===== src/rtl/frame_bit_injector_pkg.sv =====
// Shared types, default widths and the location decode helper for frame_bit_injector.
package fi_pkg;

  typedef enum logic [1:0] {
    IDLE = 2'd0,
    RUN  = 2'd1,
    DONE = 2'd2
  } fi_state_e;

  localparam int DATA_W_DEF      = 32;
  localparam int ADDR_W_DEF      = 13;
  localparam int LOC_W_DEF       = 12;
  localparam int FRAME_BASE_DEF  = 105;
  localparam int FRAME_WORDS_DEF = 101;
  localparam int BIT_W_DEF       = $clog2(DATA_W_DEF);

  typedef struct packed {
    logic [ADDR_W_DEF-1:0] target;
    logic [DATA_W_DEF-1:0] mask;
  } loc_dec_t;

  // Decode for the default geometry; parametrised builds use bit_loc_decode.
  function automatic loc_dec_t loc_target(input logic [LOC_W_DEF-1:0] loc);
    loc_dec_t r;
    r.target = ADDR_W_DEF'(FRAME_BASE_DEF) + ADDR_W_DEF'(loc >> BIT_W_DEF);
    r.mask   = DATA_W_DEF'(1) << loc[BIT_W_DEF-1:0];
    return r;
  endfunction

endpackage


===== src/rtl/frame_bit_injector_bit_loc_decode.sv =====
// Combinational decode of a zero-based frame bit location into stream address, bit mask and range flag.
module bit_loc_decode
  import fi_pkg::*;
#(
  parameter int DATA_W      = DATA_W_DEF,
  parameter int ADDR_W      = ADDR_W_DEF,
  parameter int LOC_W       = LOC_W_DEF,
  parameter int FRAME_BASE  = FRAME_BASE_DEF,
  parameter int FRAME_WORDS = FRAME_WORDS_DEF
) (
  input  logic [LOC_W-1:0]  loc,
  output logic [ADDR_W-1:0] target,
  output logic [DATA_W-1:0] mask,
  output logic              in_range
);

  localparam int          BIT_W = $clog2(DATA_W);
  localparam logic [31:0] LIMIT = 32'(FRAME_WORDS * DATA_W);

  always_comb begin
    target   = ADDR_W'(FRAME_BASE) + ADDR_W'(loc >> BIT_W);
    mask     = DATA_W'(1) << loc[BIT_W-1:0];
    in_range = 32'(loc) < LIMIT;
  end

endmodule


===== src/rtl/frame_bit_injector.sv =====
// Multi-bit fault injector on the frame write stream: XORs armed bit locations into matching words.
// Optional INJ_DEBUG_EN adds dbg_addr/dbg_orig/dbg_mod capturing the last modified word.
//
// state | meaning
// IDLE  | table loadable, stream passes unmodified
// RUN   | stream words matched against armed entries and masked
// DONE  | one cycle: table emptied, done pulse issued next cycle
module frame_bit_injector
  import fi_pkg::*;
#(
  parameter int DATA_W      = DATA_W_DEF,
  parameter int ADDR_W      = ADDR_W_DEF,
  parameter int LOC_W       = LOC_W_DEF,
  parameter int FRAME_BASE  = FRAME_BASE_DEF,
  parameter int FRAME_WORDS = FRAME_WORDS_DEF,
  parameter int MAX_FLIPS   = 4
) (
  input  logic                           clk,
  input  logic                           rst,
  input  logic                           loc_valid,
  output logic                           loc_ready,
  input  logic [LOC_W-1:0]               loc_data,
  input  logic                           start,
  output logic                           busy,
  input  logic                           in_valid,
  input  logic [ADDR_W-1:0]              in_addr,
  input  logic [DATA_W-1:0]              in_data,
  output logic                           out_valid,
  output logic [ADDR_W-1:0]              out_addr,
  output logic [DATA_W-1:0]              out_data,
  output logic                           done,
  output logic [$clog2(MAX_FLIPS+1)-1:0] flip_count,
  output logic                           err_range
`ifdef INJ_DEBUG_EN
  ,
  output logic [ADDR_W-1:0]              dbg_addr,
  output logic [DATA_W-1:0]              dbg_orig,
  output logic [DATA_W-1:0]              dbg_mod
`endif
);

  localparam int               CNT_W     = $clog2(MAX_FLIPS + 1);
  localparam logic [1:0]       ST_IDLE   = IDLE;
  localparam logic [1:0]       ST_RUN    = RUN;
  localparam logic [1:0]       ST_DONE   = DONE;
  localparam logic [ADDR_W-1:0] LAST_ADDR = ADDR_W'(FRAME_BASE + FRAME_WORDS - 1);

  logic [1:0]           state_q, state_d;
  logic [MAX_FLIPS-1:0] valid_q, valid_d;
  logic [MAX_FLIPS-1:0] hit_q, hit_d;
  logic [ADDR_W-1:0]    target_q [MAX_FLIPS];
  logic [ADDR_W-1:0]    target_d [MAX_FLIPS];
  logic [DATA_W-1:0]    mask_q   [MAX_FLIPS];
  logic [DATA_W-1:0]    mask_d   [MAX_FLIPS];
  logic [CNT_W-1:0]     flip_count_q, flip_count_d;
  logic                 done_q, done_d;
  logic                 err_range_q, err_range_d;
  logic                 out_valid_q, out_valid_d;
  logic [ADDR_W-1:0]    out_addr_q, out_addr_d;
  logic [DATA_W-1:0]    out_data_q, out_data_d;

  logic [ADDR_W-1:0]    dec_target;
  logic [DATA_W-1:0]    dec_mask;
  logic                 dec_in_range;
  logic                 loc_fire;
  logic                 slot_found;
  logic [DATA_W-1:0]    word_mask;

  bit_loc_decode #(
    .DATA_W      (DATA_W),
    .ADDR_W      (ADDR_W),
    .LOC_W       (LOC_W),
    .FRAME_BASE  (FRAME_BASE),
    .FRAME_WORDS (FRAME_WORDS)
  ) u_decode (
    .loc      (loc_data),
    .target   (dec_target),
    .mask     (dec_mask),
    .in_range (dec_in_range)
  );

  // Entries fill from slot 0 upward, so the table is full exactly when every slot is valid.
  assign loc_ready = (state_q == ST_IDLE) && !(&valid_q);
  assign loc_fire  = loc_valid && loc_ready;

  always_comb begin
    state_d      = state_q;
    valid_d      = valid_q;
    hit_d        = hit_q;
    target_d     = target_q;
    mask_d       = mask_q;
    flip_count_d = flip_count_q;
    done_d       = (state_q == ST_DONE);
    err_range_d  = loc_fire && !dec_in_range;
    slot_found   = 1'b0;
    word_mask    = '0;

    if (loc_fire && dec_in_range) begin
      for (int i = 0; i < MAX_FLIPS; i++) begin
        if (!valid_q[i] && !slot_found) begin
          valid_d[i]  = 1'b1;
          target_d[i] = dec_target;
          mask_d[i]   = dec_mask;
          slot_found  = 1'b1;
        end
      end
    end

    // Each armed entry is applied at most once per run.
    if (state_q == ST_RUN && in_valid) begin
      for (int i = 0; i < MAX_FLIPS; i++) begin
        if (valid_q[i] && !hit_q[i] && target_q[i] == in_addr) begin
          word_mask    = word_mask | mask_q[i];
          hit_d[i]     = 1'b1;
          flip_count_d = flip_count_d + CNT_W'(1);
        end
      end
    end

    case (state_q)
      ST_IDLE: begin
        if (start) begin
          hit_d        = '0;
          flip_count_d = '0;
          state_d      = (valid_d == '0) ? ST_DONE : ST_RUN;
        end
      end
      ST_RUN: begin
        if (hit_d == valid_q || (in_valid && in_addr == LAST_ADDR)) state_d = ST_DONE;
      end
      ST_DONE: begin
        valid_d = '0;
        hit_d   = '0;
        state_d = ST_IDLE;
      end
      default: state_d = ST_IDLE;
    endcase

    out_valid_d = in_valid;
    out_addr_d  = in_addr;
    out_data_d  = in_data ^ word_mask;
  end

  always_ff @(posedge clk) begin
    if (rst) begin
      state_q      <= ST_IDLE;
      valid_q      <= '0;
      hit_q        <= '0;
      flip_count_q <= '0;
      done_q       <= 1'b0;
      err_range_q  <= 1'b0;
      out_valid_q  <= 1'b0;
      out_addr_q   <= '0;
      out_data_q   <= '0;
      for (int i = 0; i < MAX_FLIPS; i++) begin
        target_q[i] <= '0;
        mask_q[i]   <= '0;
      end
    end else begin
      state_q      <= state_d;
      valid_q      <= valid_d;
      hit_q        <= hit_d;
      flip_count_q <= flip_count_d;
      done_q       <= done_d;
      err_range_q  <= err_range_d;
      out_valid_q  <= out_valid_d;
      out_addr_q   <= out_addr_d;
      out_data_q   <= out_data_d;
      target_q     <= target_d;
      mask_q       <= mask_d;
    end
  end

  assign busy       = (state_q == ST_RUN);
  assign out_valid  = out_valid_q;
  assign out_addr   = out_addr_q;
  assign out_data   = out_data_q;
  assign done       = done_q;
  assign flip_count = flip_count_q;
  assign err_range  = err_range_q;

`ifdef INJ_DEBUG_EN
  logic [ADDR_W-1:0] dbg_addr_q, dbg_addr_d;
  logic [DATA_W-1:0] dbg_orig_q, dbg_orig_d;
  logic [DATA_W-1:0] dbg_mod_q, dbg_mod_d;

  always_comb begin
    dbg_addr_d = dbg_addr_q;
    dbg_orig_d = dbg_orig_q;
    dbg_mod_d  = dbg_mod_q;
    if (word_mask != '0) begin
      dbg_addr_d = in_addr;
      dbg_orig_d = in_data;
      dbg_mod_d  = in_data ^ word_mask;
    end
  end

  always_ff @(posedge clk) begin
    if (rst) begin
      dbg_addr_q <= '0;
      dbg_orig_q <= '0;
      dbg_mod_q  <= '0;
    end else begin
      dbg_addr_q <= dbg_addr_d;
      dbg_orig_q <= dbg_orig_d;
      dbg_mod_q  <= dbg_mod_d;
    end
  end

  assign dbg_addr = dbg_addr_q;
  assign dbg_orig = dbg_orig_q;
  assign dbg_mod  = dbg_mod_q;
`endif

endmodule


===== config.mk =====
export PLATFORM = sky130hd
export DESIGN_NAME = frame_bit_injector
export DESIGN_NICKNAME = d
export VERILOG_FILES = /design/src/rtl/frame_bit_injector_pkg.sv /design/src/rtl/frame_bit_injector_bit_loc_decode.sv /design/src/rtl/frame_bit_injector.sv
export SDC_FILE = /design/constraint.sdc
export NUM_CORES = 1
export LEC_CHECK = 0
export CELL_PAD_IN_SITES_DETAIL_PLACEMENT = 0
export CELL_PAD_IN_SITES_GLOBAL_PLACEMENT = 1
export CORE_ASPECT_RATIO = 0.8
export CORE_MARGIN = 2
export CORE_UTILIZATION = 35
export CTS_CLUSTER_SIZE = 25
export DETAILED_ROUTE_END_ITERATION = 10
export GPL_TIMING_DRIVEN = 0
export PLACE_DENSITY_LB_ADDON = 0.05
export SETUP_SLACK_MARGIN = 0.4
export SLEW_MARGIN = 20
export SYNTH_ARGS = -nofsm -noshare
export SYNTH_HDL_FRONTEND = slang
export SYNTH_SLANG_ARGS = --single-unit

===== constraint.sdc =====
create_clock -name clk -period 6.6 [get_ports clk]
set_input_delay 0.99 -clock clk [delete_from_list [all_inputs] [get_ports clk]]
set_output_delay 0.99 -clock clk [all_outputs]
set_load 0.05 [all_outputs]

* Yosys cells after proc, flatten, opt, wreduce, memory -nomap -nowiden
Cells that the tools add are included.
** Word-level totals
- Flip-flop bits (word level) :: 241
- Input port bits :: 62
- Output and inout bits :: 53
- Logic and storage cells :: 117
** Cells by class
- $add $sub $neg :: 5
- $lt $le $gt $ge :: 1
- Equality and inequality tests :: 10
- Shift-type cells :: 1
- Multiplexer cells :: 39
- Bitwise gates (word level) :: 5
- Reductions and logical operators :: 39
** Operators by type and width (count)
- 32-bit 2-to-1 mux :: 8
- 32-bit OR :: 3
- 13-bit equality test :: 4
- 1-bit by 5-bit << shifter with 32-bit output, first input constant :: 1
- 32-bit bitwise XOR :: 1
- 3-bit 2-to-1 mux :: 10
- 1-bit logical AND :: 17
- 13-bit by 8-bit equality test with 1-bit output, second input constant :: 1
- 1-bit 2-to-1 mux :: 13
- 3-bit by 1-bit adder with 3-bit output, second input constant :: 4
- 1-bit logical NOT :: 12
- 12-bit less-than comparator, second input constant :: 1
- 4-bit 2-to-1 mux :: 3
- 2-bit AND reduction :: 5
- 7-bit by 7-bit adder with 8-bit output, first input constant :: 1
- 4-bit one-hot mux with 2 select lines :: 1
- 2-bit 2-to-1 mux :: 3
- 4-bit equality test :: 1
- 4-bit logical NOT :: 1
- 2-bit one-hot mux with 2 select lines :: 1
- 4-bit AND reduction :: 1
- 2-bit by 1-bit equality test with 1-bit output, second input constant :: 1
- 2-bit equality test, second input constant :: 1
- 2-bit logical NOT :: 1
- 5 further kinds :: 5

* Depth between registers and ports, before layout
Gate-level depths: netlist (run 1).
- Word-level depth :: 22
- Mapped depth :: 18
- Depth with buffers taken out :: 16

* By module
Synthesis (run 1) repeated with hierarchy kept, for this count alone.
** Unflattened totals
- Cells, all modules :: 1300
- Area total of the unflattened synthesis :: 10447.5 µm²
** Modules (own cells, without submodules)
- frame_bit_injector :: times used 1, cells an instance 1231, area each 10080.9 µm², seq. area each 4824.6 µm²
- bit_loc_decode :: times used 1, cells an instance 69, area each 366.6 µm², seq. area each 0.0 µm²

* Worst setup path before layout (run 1)
No wires, ideal clock.
- Kind :: input to register
- Start point :: in in_addr[8]
- End point :: reg flip_count_q[2] (netlist: flip_count[2])
- Library setup time :: 0.123 ns
- Arrival :: 4.090 ns
- Data required time :: 6.477 ns
- Slack :: 2.387 ns
- Cell stages on the path :: 16
- Path buffers :: 1
- Path through :: or4_4 -> nor2_4 -> and4_1 -> buf_2 -> mux2_2 -> ha_1 -> nand3b_1 -> o21ai_0 -> inv_1 -> ha_1 -> nor2_1 -> and2_1 -> and3b_1 -> a311oi_1 -> nand4b_1 -> mux2_1
** On the way
- Cells in the longest elaborated chain, start to end :: 15
- Elaborated cells between the ends (all ways) :: 21
- Classes of those cells :: add/sub (3); eq/ne (4); mux (10); reduce/logical (4)
** Ends and longest elaborated chain
- from (decl) :: RTL line frame_bit_injector.sv:26 : input logic [ADDR_W-1:0] in_addr,
- 13-bit equality test :: RTL line frame_bit_injector.sv:112 : if (valid_q[i] && !hit_q[i] && target_q[i] == in_addr) begin
- 1-bit logical AND :: RTL line frame_bit_injector.sv:112
- 3-bit 2-to-1 mux :: RTL line frame_bit_injector.sv:112
- 3-bit 2-to-1 mux :: RTL line frame_bit_injector.sv:110 : if (state_q == ST_RUN && in_valid) begin
- 3-bit by 1-bit adder with 3-bit output :: RTL line frame_bit_injector.sv:115 : flip_count_d = flip_count_d + CNT_W'(1);
- 3-bit 2-to-1 mux :: RTL line frame_bit_injector.sv:112
- 3-bit 2-to-1 mux :: RTL line frame_bit_injector.sv:110
- 3-bit by 1-bit adder with 3-bit output :: RTL line frame_bit_injector.sv:115
- 3-bit 2-to-1 mux :: RTL line frame_bit_injector.sv:112
- 3-bit 2-to-1 mux :: RTL line frame_bit_injector.sv:110
- 3-bit by 1-bit adder with 3-bit output :: RTL line frame_bit_injector.sv:115
- 3-bit 2-to-1 mux * :: RTL line frame_bit_injector.sv:112
- 3-bit 2-to-1 mux * :: RTL line frame_bit_injector.sv:110
- 3-bit 2-to-1 mux :: RTL line frame_bit_injector.sv:122 : if (start) begin
- 3-bit 2-to-1 mux * :: RTL line frame_bit_injector.sv:120 : case (state_q)
- to (signal assigned) :: RTL line frame_bit_injector.sv:163 : flip_count_q <= flip_count_d;
- to (decl) :: RTL line frame_bit_injector.sv:55 : logic [CNT_W-1:0] flip_count_q, flip_count_d;
Mark *: on every way between the ends. The rest lies on a longest branch, timed or not. The select of a mux whose other input is x is not followed.
A chain may end at the register's enable or synchronous reset.

* Worst setup path in the final report (run 1)
Ends and elaborated chain as after synthesis.

==> summary.txt, run 1 <==
GRT
  – Largest net degree at the start of global routing: 14
  – Vias in the first global route: 8,222
  – GRT Util Overall: 22.3%
  – Antenna violations before repair: 0
  – First-pass GRT wire length: 48,500 um
  – GRT overflow: 0

Setup path
  – CP startpoint kind: primary input
  – Slowest CP cell: or4_4
  – Crit path DAT: 5.04 ns
  – Crit path max-delay family: simple AND/OR/NAND/NOR gates
  – Worst path bufs/invs: 3
  – CP peak stage delay: 0.59 ns
  – CP Capture Type: register
  – Setup CP Type: primary input to register
  – Crit path cell chain: clkdlybuf4s50_1, or4_4, nor2_4, and4_1, buf_2, mux2_2, ha_1, nand3b_1, o21ai_0, inv_1, ha_1, nor2_1, and2_1, and3b_1, a311oi_1, nand4b_1, mux2_1
  – Most used cell, CP: ha_1
  – Worst EP required: 7.01 ns
  – Crit Path Max Fanout: 8

Cells and area
  – Fillers: 2,698
  – Share of post-route cells with drive strength above 1: 4.48%
  – Ant. Diodes: 0
  – Layout area overhead: 25.0%
  – Commonest non-fill, non-tap cells in the layout: nand2_1 (303), dfxtp_1 (221), a21oi_1 (188)
  – Util after Layout: 44.5%
  – Final Net Count: 1,387
  – Most common cell after layout, fill and taps aside: nand2_1

Clock tree
  – Clk slew on worst S/H paths: 0.06 ns
  – Root buf cell: clkbuf_16
  – CTS tree: done
  – Hold buffers post-CTS: 0
  – CTS sink cnt: 221
  – CTS buffer count: 25
  – Clock latency on the worst-skew pair: 0.53 ns
  – Clock buffer depth: 3
  – Post-CTS setup repair buffer count: 0
  – Cts repair resizes: 0
  – H-tree Lvls: 1

Pwr
  – Switching power: 0.000831 W
  – Sequential Power Share: 43.3%
  – Power Density: 271 nW/um2
  – Part of the power in the clock network: 45.9%
  – Peak supply drop: 0.169 mV
  – Int Power: 0.00235 W
  – Switching share of power: 26.1%
  – Gate power share: 10.8%
  – P_leak: 3.78 nW

Detailed routing
  – Routed Antenna Nets: 0
  – Total length of routed wires: 31,400 um
  – Total number of vias: 8,575
  – Pre-Repair DR Iteration Count: 5
  – DRC Markers: 0
  – Routed WL per cell: 18.5 um
  – Vias per inst: 5.06
  – Iter 0 DRT Violations: 510

Timing
  – Final Hold Viols: 0
  – WHS: 0.454 ns
  – Unrepaired setup endpoints after global routing: false
  – Worst slew margin: 36.4%
  – Clock Skew: 0.0210 ns
  – Crit share post-route: 70.2%
  – Clock period minus worst slack: 4.63 ns
  – Final setup fails: 0
  – Final Max Slew Viols: 0
  – Maximum clock frequency: 216 MHz
  – Worst slew pin tran: 0.951 ns
  – Setup tns final: 0 ns
  – Worst setup margin: 1.97 ns

Status
  – Outcome: complete, no violations

Logic synthesis
  – Syn Area/Cell: 7.89 um2
  – FF+latch count, synth: 221
  – EDFF count, synth: 0
  – Cells after Synth: 1,189
  – Yosys warns: 0
  – Post-synth ARST share: 0%
  – Post-synthesis sequential area ratio: 47.1%
  – Synthesized Nets: 1,255
  – Post-synth top flop: dfxtp_1
  – Mapped Area: 9380 um2
  – Unique cell type count in the Yosys netlist: 53

Place
  – Pre-CTS WS: 1.43 ns
  – HPWL after detailed placement: 22,100 um
  – Port Buffers: 105
  – GPL Wtd Cong: 0.786

Die
  – Cell Rows: 53
  – Die X-Extent: 187 um
  – I/O Pins: 115
  – Core region area: 26,300 um2
  – Die H: 150 um
  – Initial Utilization: 35.6%
  – Die ar.: 28,100 um2

Flow run
  – Max Cap Violations: 0

Min path
  – Path type of the worst min-delay path: register to register
-- logic make-up (layout without fill, tap and decap cells) --
kind of cell | Yosys count | after routing | share of synthesized area, %
adders and majority gates | 5 | 5 | 0.640
and+or+nand+nor | 495 | 495 | 22.6
muxes | 2 | 2 | 0.240
buffers and inverters | 102 | 251 | 4.24
AOI/OAI and AO/OA | 292 | 292 | 18.4
DFF | 221 | 221 | 47.1
xor gates and xnor gates | 72 | 72 | 6.72
-- Yosys cell counts, types with 2 or more instances --
| library cell | instances | share of area [%] |
|---|---|---|
| o21ai_0 | 5 | 0.27 |
| a311oi_1 | 2 | 0.19 |
| buf_1 | 6 | 0.24 |
| nor2_1 | 104 | 4.2 |
| a22oi_1 | 64 | 5.1 |
| nand3b_1 | 7 | 0.56 |
| o2111a_1 | 2 | 0.24 |
| and4_1 | 6 | 0.56 |
| a21oi_1 | 188 | 10 |
| or3b_2 | 2 | 0.19 |
| inv_1 | 9 | 0.36 |
| ha_1 | 4 | 0.53 |
| buf_2 | 9 | 0.48 |
| nand4_1 | 2 | 0.13 |
| dfxtp_1 | 221 | 47 |
| nand2b_1 | 7 | 0.47 |
| nor4_1 | 6 | 0.40 |
| o21a_1 | 3 | 0.24 |
| or2_2 | 3 | 0.20 |
| a211oi_1 | 16 | 1.3 |
| nand4b_1 | 2 | 0.19 |
| and2_1 | 7 | 0.47 |
| clkbuf_1 | 77 | 3.1 |
| o22ai_1 | 2 | 0.13 |
| nor2b_1 | 19 | 1.3 |
| nand2_1 | 303 | 12 |
| xor2_1 | 25 | 2.3 |
| and3_1 | 3 | 0.20 |
| nor3_1 | 9 | 0.48 |
| nand3_1 | 7 | 0.37 |
| xnor2_1 | 47 | 4.4 |
-- power by group through the flow --
stage,logic (W),registers [W],clock network (W)
after floorplan,0.000143,0.00146,0
after global placement,0.000345,0.00141,0
after detailed placement,0.000345,0.00141,0
after CTS,0.000346,0.00138,0.00149
after global routing,0.000368,0.00138,0.00154
final,0.000344,0.00138,0.00146
-- metal layers --
| metal | vias up | share of wire [%] | track usage [%] |
|---|---|---|---|
| met1 | 4073 | 51 | 32.6 |
| met5 | - | 0 | 0 |
| met2 | 206 | 42 | 34.5 |
| met3 | 42 | 4.9 | 3.22 |
| met4 | 0 | 2.2 | 5.44 |
| li1 | 4254 | - | - |
-- area by class of cell --
cell class,instances,area (um2),share of cell area (%)
Buffer,93,364,3.11
Clock buffer,32,672,5.73
Clock inverter,12,173,1.47
Inverter,9,33.8,0.288
Multi-Input combinational cell,866,4560,38.9
Sequential cell,221,4420,37.7
Tap cell,357,447,3.81
Timing Repair Buffer,105,1050,8.96
-- final timing paths --
kind | start | endpoint | slack (ns) | depth (start not counted)
setup / recovery | in_addr[8] | flip_count[2] | 1.97 | 17
hold / removal | mask_q[26] | mask_q[26] | 0.45 | 2
setup reg to reg | target_q[45] | flip_count[2] | 2.85 | 16
hold reg to reg | mask_q[26] | mask_q[26] | 0.45 | 2
-- state kept, by name, summed over array words and instances, names as in the netlist, 2 cells and up --
| register | cells |
|---|---|
| target_q | 32 |
| out_data | 32 |
| state_q | 2 |
| flip_count | 3 |
| mask_q | 128 |
| valid_q | 4 |
| out_addr | 13 |
| hit_q | 4 |
-- worst register-to-register path, cell delays in order, from the launching register on --
cell and delay [ns]:
dfxtp_1 0.32, xor2_1 0.18, nor4_1 0.27, and4_1 0.21, buf_2 0.28, mux2_2 0.42
ha_1 0.28, nand3b_1 0.14, o21ai_0 0.13, inv_1 0.12, ha_1 0.19, nor2_1 0.07
and2_1 0.16, and3b_1 0.16, a311oi_1 0.26, nand4b_1 0.14, mux2_1 0.32
-- through the flow --
stage / cells / cell area, um2 / total power, W
6_report: 1695 / 11700 / 0.00318
3_3_place_gp: 1651 / 10900 / 0.00175
2_1_floorplan: 1189 / 9380 / 0.00160
5_1_grt: 1695 / 11700 / 0.00329
4_1_cts: 1695 / 11700 / 0.00321
3_5_place_dp: 1651 / 10900 / 0.00175
Note: power is estimated with default switching activity, not from simulation.
==> run 2: changes to the inputs <==
==> constraint.sdc (replaced) <==
create_clock -name clk -period 4.6 [get_ports clk]
set_input_delay 0.69 -clock clk [delete_from_list [all_inputs] [get_ports clk]]
set_output_delay 0.69 -clock clk [all_outputs]
set_load 0.05 [all_outputs]
==> run 2 against run 1 <==
Compared with the run above: sequential share of layout area is 0.10 points lower; critical path depth stayed put; combinational power is 44% higher; final cell count is 0.18% higher; final area is 0.28% higher.
==> summary.txt, run 2 (synthesis results as in run 1) <==
Clock tree
  – Hold buffers post-CTS: 0 (unchanged)
  – CTS buffer count: 25 (unchanged)
  – Clock buffer depth: 3 (unchanged)
  – CTS tree: done (unchanged)
  – CTS sink cnt: 221 (unchanged)
  – Clk slew on worst S/H paths: 0.06 ns (about the same)
  – Root buf cell: clkbuf_16 (unchanged)
  – Clock latency on the worst-skew pair: 0.53 ns (about the same)
  – H-tree Lvls: 1 (unchanged)

Cells and area
  – Layout area overhead: 25.3% (was 25.0%)
  – Sequential cell area: 4420 um2 (unchanged)
  – Commonest non-fill, non-tap cells in the layout: nand2_1 (303), dfxtp_1 (221), a21oi_1 (188) (unchanged)
  – Biggest register: mask_q (unchanged)
  – Fillers: 2,693 (was 2,698)
  – Non-Filler Instances: 1,698 (was 1,695)
  – Most common cell after layout, fill and taps aside: nand2_1 (unchanged)
  – Share of post-route cells with drive strength above 1: 4.77% (was 4.48%)
  – Final Net Count: 1,390 (was 1,387)
  – Area of the multi-input gates: 4570 um2 (was 4560 um2)
  – Largest register FFs: 128 (unchanged)
  – Ant. Diodes: 0 (unchanged)

Pwr
  – P_leak: 3.80 nW (was 3.78 nW)
  – Power Density: 388 nW/um2 (was 271 nW/um2)
  – Peak supply drop: 0.243 mV (was 0.169 mV)

Status
  – Outcome: complete, no violations (unchanged)

Setup path
  – RR Endpoint: flip_count[2] (unchanged)
  – CP startpoint kind: primary input (unchanged)
  – R2r setup slk: 1.06 ns (was 2.85 ns)
  – Reg2Reg Depth: 16 (unchanged)
  – Crit path DAT: 4.47 ns (was 5.04 ns)
  – Setup CP Type: primary input to register (unchanged)
  – CP Capture Type: register (unchanged)
  – Worst EP required: 5.01 ns (was 7.01 ns)
  – Reg-to-Reg Start: target_q[45] (unchanged)
  – Crit Path Max Fanout: 5 (was 8)

Min path
  – Path type of the worst min-delay path: register to register (unchanged)
  – Min-delay src: mask_q[43] (was mask_q[26])
  – Cells on Worst Hold Path: 2 (unchanged)
  – Hold Path End: mask_q[43] (was mask_q[26])

Detailed routing
  – Routed Antenna Nets: 0 (unchanged)
  – Total length of routed wires: 31,400 um (about the same)
  – Routed WL per cell: 18.5 um (about the same)
  – Pre-Repair DR Iteration Count: 5 (unchanged)
  – Vias per inst: 5.03 (was 5.06)
  – DRC Markers: 0 (unchanged)
  – Iter 0 DRT Violations: 558 (was 510)
  – Total number of vias: 8,535 (was 8,575)

Timing
  – WHS: 0.454 ns (about the same)
  – Worst slew margin: 34.7% (was 36.4%)
  – Clock period minus worst slack: 4.06 ns
  – Clock Skew: 0.0176 ns (was 0.0210 ns)
  – Final setup fails: 0 (unchanged)
  – Final Hold Viols: 0 (unchanged)
  – Setup tns final: 0 ns (unchanged)
  – Crit share post-route: 88.3%
  – Worst slew pin tran: 0.975 ns (was 0.951 ns)
  – Maximum clock frequency: 246 MHz
  – Worst setup margin: 0.537 ns (was 1.97 ns)
  – Unrepaired setup endpoints after global routing: false (unchanged)
  – Final Max Slew Viols: 0 (unchanged)

Place
  – Port Buffers: 105 (unchanged)
  – HPWL after detailed placement: 22,100 um (unchanged)
  – Pre-CTS WS: -0.273 ns (was 1.43 ns)
  – DP Cell Count: 1,651 (unchanged)
  – GPL Wtd Cong: 0.786 (unchanged)

GRT
  – GRT overflow: 0 (unchanged)
  – Vias in the first global route: 8,230 (was 8,222)
  – GRT Util Overall: 22.3% (about the same)
  – Antenna violations before repair: 0 (unchanged)
  – Largest net degree at the start of global routing: 14 (unchanged)
  – First-pass GRT wire length: 48,600 um (was 48,500 um)

Die
  – Initial Utilization: 35.6% (unchanged)
  – Core region area: 26,300 um2 (unchanged)
  – Cell Rows: 53 (unchanged)
  – Die X-Extent: 187 um (unchanged)
  – I/O Pins: 115 (unchanged)
  – Die ar.: 28,100 um2 (unchanged)
  – Die H: 150 um (unchanged)

Flow run
  – Max Cap Violations: 0 (unchanged)
-- run 2: cell types whose count changed in the layout (fill, tap and decap cells not counted) --
cell,change
o21ai_2,+1
buf_6,+1
buf_2,-1
o21ai_0,-1
buf_4,+3
-- run 2: where the power goes --
group	switching (W)	leakage, nW	total, W	internal, W
Combinational	0.000334	1.59	0.000494	0.000160
Clock	0.000832	0.409	0.00209	0.00126
Sequential	0.0000218	1.80	0.00198	0.00196
Total	0.00119	3.80	0.00456	0.00337
-- run 2: layer usage --
metal | GRT usage (%) | part of all wire, %
met1 | 32.7 | 51
met3 | 3.22 | 4.8
met5 | 0 | 0
met4 | 5.44 | 2.2
met2 | 34.6 | 42
-- run 2: timing repair --
item	CTS	global route
resized for setup	1	3
setup buffers	1	2
endpoints found under the setup margin	1	1
pin swaps	1	1
cloned	0	0
-- run 2: final cells by class --
class	instances	area share, %
Tap cell	357	3.80
Clock inverter	12	1.47
Sequential cell	221	37.6
Inverter	9	0.287
Timing Repair Buffer	108	9.13
Clock buffer	32	5.71
Buffer	93	3.15
Multi-Input combinational cell	866	38.8
-- run 2: critical path: stages --
cell             delay [ns]
clkdlybuf4s50_1        0.41
or4_4                  0.59
nor2_4                 0.15
and4_1                 0.20
buf_6                  0.12
mux2_2                 0.38
ha_1                   0.28
nand3b_1               0.16
o21ai_2                0.08
inv_1                  0.10
ha_1                   0.19
nor2_1                 0.07
and2_1                 0.16
and3b_1                0.15
a311oi_1               0.26
nand4b_1               0.14
mux2_1                 0.32
-- run 2: how the worst max path moves through the flow --
stage	startpoint	to	slack, ns	depth (start not counted)
floorplan	in_addr[8]	flip_count[2]	0.69	16
global placement	in_addr[8]	flip_count[2]	-0.27	17
detailed placement	in_addr[8]	flip_count[2]	-0.27	17
CTS	in_addr[8]	flip_count[2]	0.42	17
global route	in_addr[10]	flip_count[2]	0.41	17
finish	in_addr[10]	flip_count[2]	0.54	17
-- run 2: stage by stage --
step	power [W]	utilization, %	area [um2]
global route	0.00472	44.7	11800
global placement	0.00251	41.3	10900
CTS	0.00461	44.6	11700
floorplan	0.00230	-	9380
detailed placement	0.00251	41.3	10900
finish	0.00456	44.7	11800
==> run 3: changes to the inputs <==
--- a/config.mk
+++ b/config.mk
@@ -13,6 +13,7 @@
 export CTS_CLUSTER_SIZE = 25
 export DETAILED_ROUTE_END_ITERATION = 10
 export GPL_TIMING_DRIVEN = 0
+export MAX_ROUTING_LAYER = met4
 export PLACE_DENSITY_LB_ADDON = 0.05
 export SETUP_SLACK_MARGIN = 0.4
 export SLEW_MARGIN = 20
==> run 3 against run 2 <==
Compared with the run above: power is essentially flat; combinational power barely moved; wire length down 0.17%; via count is essentially flat; final cell count is the same; maximum frequency barely moved; largest power group unchanged.
==> summary.txt, run 3 (synthesis results as in run 1) <==
Cells and area
  – Share of post-route cells with drive strength above 1: 4.77% (unchanged)
  – Commonest non-fill, non-tap cells in the layout: nand2_1 (303), dfxtp_1 (221), a21oi_1 (188) (unchanged)
  – Ant. Diodes: 0 (unchanged)
  – Final Net Count: 1,390 (unchanged)
  – Layout area overhead: 25.3% (unchanged)
  – Most common cell after layout, fill and taps aside: nand2_1 (unchanged)
  – Biggest register: mask_q (unchanged)
  – Post-Layout Inst Area: 11,800 um2 (unchanged)
  – Largest register FFs: 128 (unchanged)

Setup path
  – Crit path cell chain: clkdlybuf4s50_1, or4_4, nor2_4, and4_1, buf_6, mux2_2, ha_1, nand3b_1, o21ai_2, inv_1, ha_1, nor2_1, and2_1, and3b_1, a311oi_1, nand4b_1, mux2_1 (unchanged)
  – Worst EP required: 5.01 ns (about the same)
  – Reg-to-Reg Start: target_q[45] (unchanged)
  – CP Capture Type: register (unchanged)
  – Most used cell, CP: ha_1 (unchanged)
  – Setup CP Type: primary input to register (unchanged)
  – Crit path DAT: 4.47 ns (about the same)
  – Critical Path Start: in_addr[10] (unchanged)
  – CP peak stage delay: 0.59 ns (about the same)
  – Slowest CP cell: or4_4 (unchanged)
  – CP startpoint kind: primary input (unchanged)
  – Crit Path Max Fanout: 5 (unchanged)

Timing
  – Clock period minus worst slack: 4.06 ns (about the same)
  – Maximum clock frequency: 246 MHz (about the same)
  – Final setup fails: 0 (unchanged)
  – Worst slew margin: 37.4% (was 34.7%)
  – Final Hold Viols: 0 (unchanged)
  – Crit share post-route: 88.3% (about the same)
  – Final Max Slew Viols: 0 (unchanged)
  – Unrepaired setup endpoints after global routing: false (unchanged)
  – Clock Skew: 0.0182 ns (was 0.0176 ns)
  – Worst slew pin tran: 0.936 ns (was 0.975 ns)
  – Worst setup margin: 0.538 ns (was 0.537 ns)
  – Setup tns final: 0 ns (unchanged)

GRT
  – Largest net degree at the start of global routing: 14 (unchanged)
  – Grt peak-use layer: met2 (unchanged)
  – GRT Util Overall: 23.0% (was 22.3%)
  – Met2 usage: 34.6% (about the same)
  – Antenna violations before repair: 0 (unchanged)
  – Met1 Resource Use GR: 32.7% (unchanged)
  – GRT overflow: 0 (unchanged)
  – First-pass GRT wire length: 48,600 um (unchanged)
  – Vias in the first global route: 8,223 (was 8,230)
  – GRT met3 Usage: 3.15% (was 3.22%)

Clock tree
  – Clock latency on the worst-skew pair: 0.53 ns (about the same)
  – Clk slew on worst S/H paths: 0.06 ns (about the same)
  – CTS tree: done (unchanged)
  – CTS buffer count: 25 (unchanged)
  – CTS sink cnt: 221 (unchanged)
  – Root buf cell: clkbuf_16 (unchanged)
  – H-tree Lvls: 1 (unchanged)
  – Clock buffer depth: 3 (unchanged)

Pwr
  – Power Density: 388 nW/um2 (about the same)
  – Part of the power in the clock network: 45.8% (about the same)
  – Switching power: 0.00119 W (about the same)
  – Gate power share: 10.8% (about the same)
  – Final Total Pwr: 0.00456 W (about the same)
  – Peak supply drop: 0.242 mV (was 0.243 mV)
  – P_leak: 3.80 nW (unchanged)
  – Int Power: 0.00337 W (about the same)
  – Sequential Power Share: 43.3% (was 43.4%)
  – Switching share of power: 26.1% (about the same)

Die
  – Die X-Extent: 187 um (unchanged)
  – Cell Rows: 53 (unchanged)
  – I/O Pins: 115 (unchanged)
  – Die H: 150 um (unchanged)
  – Core region area: 26,300 um2 (unchanged)
  – Initial Utilization: 35.6% (unchanged)
  – Die ar.: 28,100 um2 (unchanged)

Detailed routing
  – Vias per inst: 5.03 (about the same)
  – DRC Markers: 0 (unchanged)
  – Routed WL per cell: 18.5 um (about the same)
  – Routed Antenna Nets: 0 (unchanged)
  – Pre-Repair DR Iteration Count: 5 (unchanged)
  – Iter 0 DRT Violations: 609 (was 558)
  – Total length of routed wires: 31,400 um (about the same)
  – Total number of vias: 8,542 (was 8,535)

Place
  – Port Buffers: 105 (unchanged)
  – HPWL after detailed placement: 22,100 um (unchanged)
  – Pre-CTS WS: -0.273 ns (unchanged)
  – GPL Wtd Cong: 0.797 (was 0.786)
  – Cell Area, Placed: 10,900 um2 (unchanged)

Min path
  – Path type of the worst min-delay path: register to register (unchanged)
  – Min-delay src: mask_q[26] (was mask_q[43])

Status
  – Outcome: complete, no violations (unchanged)

Flow run
  – Max Cap Violations: 0 (unchanged)
## run 3: cell counts in the layout (fill, tap and decap cells not counted)
No cell type changed its count.
## run 3: cell type report
class	instances	area [um2]
plain buffers	93	370
clock buffers	32	672
clock inverters	12	173
fillers	2693	14600
inverters	9	33.8
multi-input cells	866	4570
flip-flops and latches	221	4420
well taps	357	447
repair buffers	108	1070
## run 3: repair_timing
action                                  in CTS  in global routing
setup buffers                                1                  2
cloned                                       0                  0
pin swaps                                    1                  1
hold buffers                                 0                  0
resized for setup                            1                  3
endpoints found under the setup margin       1                  1
## run 3: critical path: cells and delay by family
kind	cells	cell delay (ns)
AND/OR/NAND/NOR	8	1.62
AO/OA/AOI/OAI	2	0.34
buffers and inverters	3	0.64
adder cells (fa/ha/maj)	2	0.48
multiplexers	2	0.70
## run 3: power groups by stage
stage / combinational [W] / clock, W / sequential [W]
6_report: 0.000494 / 0.00209 / 0.00198
5_1_grt: 0.000528 / 0.00221 / 0.00198
4_1_cts: 0.000496 / 0.00214 / 0.00198
3_5_place_dp: 0.000495 / 0 / 0.00202
3_3_place_gp: 0.000495 / 0 / 0.00202
2_1_floorplan: 0.000206 / 0 / 0.00209
## run 3: final timing paths
check / to / slack [ns] / cells after the start
setup / recovery: flip_count[2] / 0.54 / 17
hold / removal: mask_q[26] / 0.45 / 2
setup reg to reg: flip_count[2] / 1.06 / 16
hold reg to reg: mask_q[26] / 0.45 / 2
## run 3: stage by stage
step / hold WS (ns) / instances / utilization (%)
4_1_cts: 0.454 / 1696 / 44.6
5_1_grt: 0.469 / 1698 / 44.7
2_1_floorplan: 0.436 / 1189 / -
6_report: 0.454 / 1698 / 44.7
3_5_place_dp: 0.446 / 1651 / 41.3
3_3_place_gp: 0.441 / 1651 / 41.3
## run 3: routing by layer
metal  vias up  share of wire [%]
met5         -                  0
met3        50                5.0
met4         0                2.2
li1       4251                  -
met2       209                 42
met1      4032                 50
